<file path="src/rtl/local_injection_arbiter.sv">
// Round-robin arbiter sharing one router Local input port between numReq PE sources.
// The winner's packet is latched, handed to the router with Req/Gnt, then acknowledged with a one-cycle GntOut.
module local_injection_arbiter #(
  parameter int numReq    = 4,
  parameter int idxWidth  = 2,
  parameter int dataWidth = 32
) (
  input  logic                        clk,
  input  logic                        reset,
  input  logic [numReq-1:0]           ReqIn,
  input  logic [numReq*dataWidth-1:0] PacketIn,
  output logic [numReq-1:0]           GntOut,
  output logic                        ReqDnStr,
  output logic [dataWidth-1:0]        PacketOut,
  input  logic                        DnStrFull,
  input  logic                        GntDnStr,
  output logic [idxWidth-1:0]         WinnerIdx,
  output logic [31:0]                 PktCount
);

  typedef enum logic [1:0] {IDLE, SEND, ACK} stateT;

  localparam logic [idxWidth:0]   numReqW  = (idxWidth + 1)'(numReq);
  localparam logic [idxWidth-1:0] ptrReset = idxWidth'(numReq - 1);
  localparam logic [numReq-1:0]   gntOne   = numReq'(1);

  stateT               state;
  logic [idxWidth-1:0] ptr;
  logic [idxWidth-1:0] pickIdx;
  logic                pickValid;
  logic [idxWidth:0]   candSum;
  logic [dataWidth-1:0] srcPacket [numReq];

  generate
    for (genvar gi = 0; gi < numReq; gi++) begin : gSplit
      assign srcPacket[gi] = PacketIn[gi*dataWidth +: dataWidth];
    end
  endgenerate

  // Scan from the farthest candidate down so the one nearest ptr+1 is assigned last and wins.
  always_comb begin
    pickValid = 1'b0;
    pickIdx   = '0;
    candSum   = '0;
    for (int k = numReq; k >= 1; k--) begin
      candSum = {1'b0, ptr} + (idxWidth + 1)'(k);
      if (candSum >= numReqW) begin
        candSum = candSum - numReqW;
      end
      if (ReqIn[candSum[idxWidth-1:0]]) begin
        pickValid = 1'b1;
        pickIdx   = candSum[idxWidth-1:0];
      end
    end
  end

  always_ff @(posedge clk or negedge reset) begin
    if (!reset) begin
      state     <= IDLE;
      ptr       <= ptrReset;
      GntOut    <= '0;
      ReqDnStr  <= 1'b0;
      PacketOut <= '0;
      WinnerIdx <= '0;
      PktCount  <= '0;
    end else begin
      case (state)
        IDLE: begin
          GntOut <= '0;
          if (!DnStrFull && pickValid) begin
            PacketOut <= srcPacket[pickIdx];
            WinnerIdx <= pickIdx;
            ReqDnStr  <= 1'b1;
            state     <= SEND;
          end else begin
            ReqDnStr <= 1'b0;
          end
        end
        SEND: begin
          // Packet is already latched; source ReqIn and DnStrFull no longer matter.
          if (GntDnStr) begin
            ReqDnStr <= 1'b0;
            GntOut   <= gntOne << WinnerIdx;
            ptr      <= WinnerIdx;
            PktCount <= PktCount + 32'd1;
            state    <= ACK;
          end
        end
        ACK: begin
          GntOut <= '0;
          state  <= IDLE;
        end
        default: begin
          GntOut   <= '0;
          ReqDnStr <= 1'b0;
          state    <= IDLE;
        end
      endcase
    end
  end

endmodule

</file>
<file path="config.mk">
export PLATFORM = sky130hd
export DESIGN_NAME = local_injection_arbiter
export DESIGN_NICKNAME = d
export VERILOG_FILES = /design/src/rtl/local_injection_arbiter.sv
export SDC_FILE = /design/constraint.sdc
export NUM_CORES = 1
export LEC_CHECK = 0
export ABC_AREA = 1
export BUFFER_PORTS_ARGS = -buffer_cell sky130_fd_sc_hd__buf_2
export CAP_MARGIN = 40
export CORE_MARGIN = 3
export CORE_UTILIZATION = 25
export CTS_CLUSTER_DIAMETER = 50
export DETAILED_ROUTE_END_ITERATION = 8
export PLACE_DENSITY = 0.56
export SETUP_SLACK_MARGIN = 0.5
export SLEW_MARGIN = 20
export SYNTH_ARGS = -nofsm -noshare
export SYNTH_HDL_FRONTEND = slang
export SYNTH_SLANG_ARGS = --single-unit
</file>
<file path="constraint.sdc">
create_clock -name clk -period 2.39 [get_ports clk]
set_input_delay 0.1195 -clock clk [delete_from_list [all_inputs] [get_ports clk]]
set_output_delay 0.1195 -clock clk [all_outputs]
set_load 0.02 [all_outputs]
</file>
Word-level counts from Yosys, hierarchy flattened
Cells that the tools add are included.
- add/sub/neg operators: 9
- multiply operators: 0
- divide/modulo/power cells: 0
- order comparisons: 9
- equality and inequality tests: 4
- shifts and indexed selects: 1
- mux-type cells: 31
- bitwise gates (word level): 2
- reduce and logical (&&, ||, !) cells: 7
- operators with widths (kind ; count):
    32-bit binary-select mux with 2-bit select ; 1
    32-bit 2-to-1 mux ; 2
    32-bit by 1-bit adder with 32-bit output, second input constant ; 1
    2-bit 2-to-1 mux ; 10
    3-bit greater-or-equal comparator, second input constant ; 5
    2-bit by 3-bit less-than comparator with 1-bit output, second input constant ; 4
    1-bit 2-to-1 mux ; 10
    1-bit binary-select mux with 2-bit select ; 4
    4-bit 2-to-1 mux ; 2
    2-bit AND reduction ; 4
    2-bit by 1-bit subtractor with 2-bit output, second input constant ; 4
    2-bit by 2-bit adder with 3-bit output, second input constant ; 2
    2-bit inequality test, second input constant ; 2
    2-bit case mux with 2 select lines ; 1
    1-bit by 2-bit << shifter with 4-bit output, first input constant ; 1
    2-bit by 1-bit adder with 3-bit output, second input constant ; 1
    2-bit by 3-bit adder with 3-bit output, second input constant ; 1
    2-bit inverter with 3-bit output ; 1
    1-bit case mux with 3 select lines ; 1
    2-bit by 1-bit equality test with 1-bit output, second input constant ; 1
    2-bit equality test, second input constant ; 1
    2-bit logical NOT ; 1
    1-bit logical AND ; 1
    1-bit logical NOT ; 1
    1-bit inverter ; 1
- bits in registers: 75
- latch bits: 0
- RAM bits: 0
- ROM bits: 0
- input bits: 136
- output and inout port bits: 71
- logic and storage cells: 70
- memories: 0

Longest topological paths before layout
- depth in word-level cells: 13
- mapped depth: 16
- gate-level depth less buffers: 14

Worst setup path before layout
Ideal clock, no wire load.
- kind: flip-flop to flip-flop
- start point: register ptr[0]
- end point: register PacketOut[14]
- setup time: 117 ps
- data arrival time: 1647 ps
- data required time: 2273 ps
- setup slack: 627 ps
- stages on the path, launching flop included: 17
- buffers on the path: 3
- clock period less this slack: 1763 ps
- cell sequence: dfstp_2 -> buf_6 -> nand2_1 -> o21ai_2 -> nand2_2 -> nand2_1 -> nand2_2 -> nand2_2 -> nand2_2 -> nand2_2 -> buf_6 -> buf_6 -> nand2_1 -> nand3_1 -> nand2_1 -> nand2_1 -> nand2_1
- cells in the longest elaborated chain, start to end: 13
- elaborated cells on any way between the ends: 38
- classes of those cells: add/sub (8); order compare (4); mux (23); bitwise (1); reduce/logical (2)
- ends and longest elaborated chain (item ; line ; text):
    start, declared ; 28 ; logic [idxWidth-1:0] ptr;
    start signal, assigned ; 60 ; ptr <= ptrReset;
    start signal, assigned ; 84 ; ptr <= WinnerIdx;
    2-bit by 3-bit adder with 3-bit output ; 46 ; candSum = {1'b0, ptr} + (idxWidth + 1)'(k);
    3-bit greater-or-equal comparator / 2-bit by 1-bit subtractor with 2-bit output (equally long branches) ; 47, 48 ;
    2-bit 2-to-1 mux ; 47 ; if (candSum >= numReqW) begin
    1-bit binary-select mux with 2-bit select ; 50 ; if (ReqIn[candSum[idxWidth-1:0]]) begin
    1-bit 2-to-1 mux (implied by the code) ; 50 ;
    2-bit 2-to-1 mux (4 in a row) ; 50 ;
    2-bit inverter with 3-bit output (implied by the code) ; 71 ; PacketOut <= srcPacket[pickIdx];
    32-bit binary-select mux with 2-bit select ; 71 ;
    32-bit 2-to-1 mux (implied by the code) (2 in a row) ; 71 ;
    end signal, assigned ; 71 ;
    end, declared ; 14 ; output logic [dataWidth-1:0] PacketOut,
Several ways; a longest one is shown, not always the timed one. The select of a mux whose other input is x is not followed.
A chain may end at the register's enable or synchronous reset.

Worst setup path in the final report
- start point: register ptr[0]
- end point: register PacketOut[28]
Same word-level chain as after synthesis.

==> impl_metrics.json <==
{
  "status": "completed",
  "die_h_microns": 151,
  "leakagePower_nw": 4.62,
  "whs_endpoint": "PktCount[0]$_DFFE_PN0P_",
  "crit_slowest_cell": "dfstp_2",
  "synth_ff_type": "dfrtp_1",
  "crit_chain": "buf_12, buf_6, nand2_1, nand2_2, nand2_2, nand2_1, inv_2, nand2_4, nand2_8, nand2_8, buf_12, buf_16, nand2_1, nand3_1, nand2_1, nand2_1, nand2_1",
  "drv_cap": 0,
  "ant_nets": 0,
  "grt_pass1_vias": 5707,
  "grt_pass1_wl_microns": 30500,
  "ys_seq_elements": 75,
  "stdcell_count": 1314,
  "clkTransAtPathRegs_ps": 60,
  "hold_class": "input pin to register",
  "worst_skew_pair.late_latency_ps": 340,
  "final_max_slew_viol_count": 0,
  "total_power_mw": 11.5,
  "max_freq_ghz": 0.477,
  "synth_area_per_cell_sq_um": 6.53,
  "grtUsageTotal_pct": 17.2,
  "die_w_microns": 151,
  "cts_buffers": 9,
  "routedWlPerCell_microns": 15.9,
  "via_count": 5807,
  "clock_skew_ps": 8.49,
  "synthesis.instances": 807,
  "dp_hpwl_microns": 12600,
  "cts_root_buffer": "clkbuf_16",
  "post-route-min-period_ps": 2100,
  "r2r_cells": 17,
  "dp.cells": 1259,
  "port_buffers": 206,
  "synth_warnings": 0,
  "synth_commonest_cells": "nand2_1, inv_1, nand3_1",
  "hold_viol": 0,
  "critPathLaunchType": "register",
  "cts_buffer_depth": 2,
  "fin_tns_setup_ps": 0,
  "ios": 207,
  "ff2ff_setup_slack_ps": 290,
  "drc": 0,
  "dr.pass1.iters": 4,
  "critPathRequiredTime_ps": 2620,
  "setup_viol": 0,
  "synth_top_area_share_pct": 34.7,
  "stdcell_area_sq_um": 7860,
  "drive_gt1_share_pct": 35.5,
  "crit_arrival_ps": 2320,
  "grt_max_degree": 40,
  "yosysSeqAreaShare_pct": 35.7,
  "r2r-start": "ptr[0]$_DFFE_PN1P_",
  "post_synth_num_cell_types": 28,
  "ir_worst_vdd_mv": 0.713,
  "synth_top_area_cell": "dfrtp_1",
  "gr-total-overflow": 0,
  "relSlewSlack_pct": 65.2,
  "p_per_area_nw_per_um2": 1460,
  "tightest_slew_ps": 522,
  "crit_type": "register to register",
  "r2r_end": "PacketOut[28]$_DFFE_PN0P_",
  "fin_nets": 1175,
  "worstHoldStart": "GntDnStr",
  "worst_setup_path_end_kind": "register",
  "synth_area_leaders": "dfrtp_1, nand2_1, nand3_1",
  "core_area_sq_um": 20500,
  "cts-htree-levels": 3,
  "cp_common_cell": "nand2_1",
  "start_util_pct": 25.7,
  "worstPathMaxFanout": 8,
  "synth_enable_flop_cells": 0,
  "gp_congestion": 0.837,
  "n_fill_cell": 2245,
  "fin_crit_sh_pct": 87.7,
  "tritoncts": "yes",
  "synth_area_sq_um": 5270,
  "post_dp_cell_area_sq_um": 6560,
  "synth_most_common_cell": "nand2_1",
  "synth.net_count": 944,
  "antenna_found_initial": 4,
  "syn_to_final_growth_pct": 49.2,
  "hold_ws_ps": 140,
  "cpPeakStageDelay_ps": 560,
  "async_flop_share_pct": 100,
  "hold-path-cell-count": 3,
  "dieArea_sq_um": 22800,
  "routed_wl_microns": 20900,
  "rsz0062_at_grt": "true",
  "row_count": 52,
  "numClockSinks": 75,
  "drt_iter0_markers": 252,
  "vias_per_cell": 4.42
}
==> repair_timing <==
item                                    in CTS  in global routing
resized for setup                           40                 57
gates cloned                                 9                  7
endpoints found under the hold margin       34                  0
buffers inserted                            12                  9
endpoints found under the setup margin      33                 42
hold buffers                                 1                  0
pin swaps                                   20                 49
==> final cells by class <==
type                       count  area (sq um)  share of cell area, %
multi-input combinational    540          2890                   36.8
sequential                    75          1880                   23.9
clock inverter                 6          70.1                  0.892
inverter                     157           592                   7.53
timing repair buffer         255          1850                   23.6
tap                          270           338                   4.30
antenna                        1          2.50                 0.0318
clock buffer                  10           229                   2.91
==> critical path, delay by kind of cell, from the launching register on <==
kind | cells | cell delay [ps]
and+or+nand+nor | 12 | 900
DFF | 1 | 560
buffers and inverters | 5 | 530
==> report_power, final <==
part           switching, mW  internal (mW)  total [mW]
Sequential             0.304           1.68        1.98
Clock                  0.587          0.821        1.41
Combinational           4.75           3.34        8.09
==> worst max-delay path by stage <==
stage,start,to,cells after the start
finish,ptr[0]$_DFFE_PN1P_,PacketOut[28]$_DFFE_PN0P_,17
CTS,ptr[0]$_DFFE_PN1P_,PacketOut[27]$_DFFE_PN0P_,16
global placement,ptr[0]$_DFFE_PN1P_,PacketOut[21]$_DFFE_PN0P_,14
global route,ptr[0]$_DFFE_PN1P_,PacketOut[25]$_DFFE_PN0P_,15
floorplan,ptr[0]$_DFFE_PN1P_,PacketOut[14]$_DFFE_PN0P_,16
detailed placement,ptr[0]$_DFFE_PN1P_,PacketOut[21]$_DFFE_PN0P_,14
==> state kept, by name, summed over array words and instances, names as in the netlist <==
name       count
PktCount      32
PacketOut     32
state          2
WinnerIdx      2
ptr            2
GntOut         4
ReqDnStr       1
==> per-stage QoR <==
step                      util, %  worst slack, ps
after global routing         38.3              174
final                        38.3              294
after floorplan                 -              627
after global placement       32.0              247
after CTS                    36.0              344
after detailed placement     32.0              210
==> logic make-up (layout without fill, tap and decap cells) <==
group / count (synthesis) / in the layout / share of synthesized area [%]
other cells: 0 / 1 / 0
fa+ha+maj: 1 / 1 / 0.238
simple gates: 492 / 492 / 41.5
flops: 75 / 75 / 35.7
buf+inv: 192 / 428 / 15.7
compound gates: 16 / 16 / 1.71
xor+xnor: 31 / 31 / 5.16
==> layout by cell type (no fill, tap or decap), types with 2 or more instances in the layout <==
cell type and n:
nor3_1 13, nor2_2 3, nand3_4 2, nor2_4 8, nand4_1 7, nor2_1 22, nand3_2 33, inv_1 149
xor2_1 22, nand2_1 252, buf_16 10, nand2_4 8, xnor2_1 9, inv_2 6, buf_6 5, o21ai_0 12
nand3_1 110, dfstp_2 2, inv_6 3, buf_4 18, nand2_8 2, nand2_2 29, buf_12 10, clkbuf_16 15
dfrtp_1 72, buf_2 205
==> per-layer routing <==
metal | global-route usage [%] | vias up | wire, microns
met5 | 0 | - | 41
met4 | 6.35 | 6 | 598
met3 | 3.08 | 43 | 1290
met1 | 23.1 | 2642 | 9170
met2 | 27.8 | 190 | 9790
li1 | - | 2926 | -
Power figures use the tool's default switching activity.
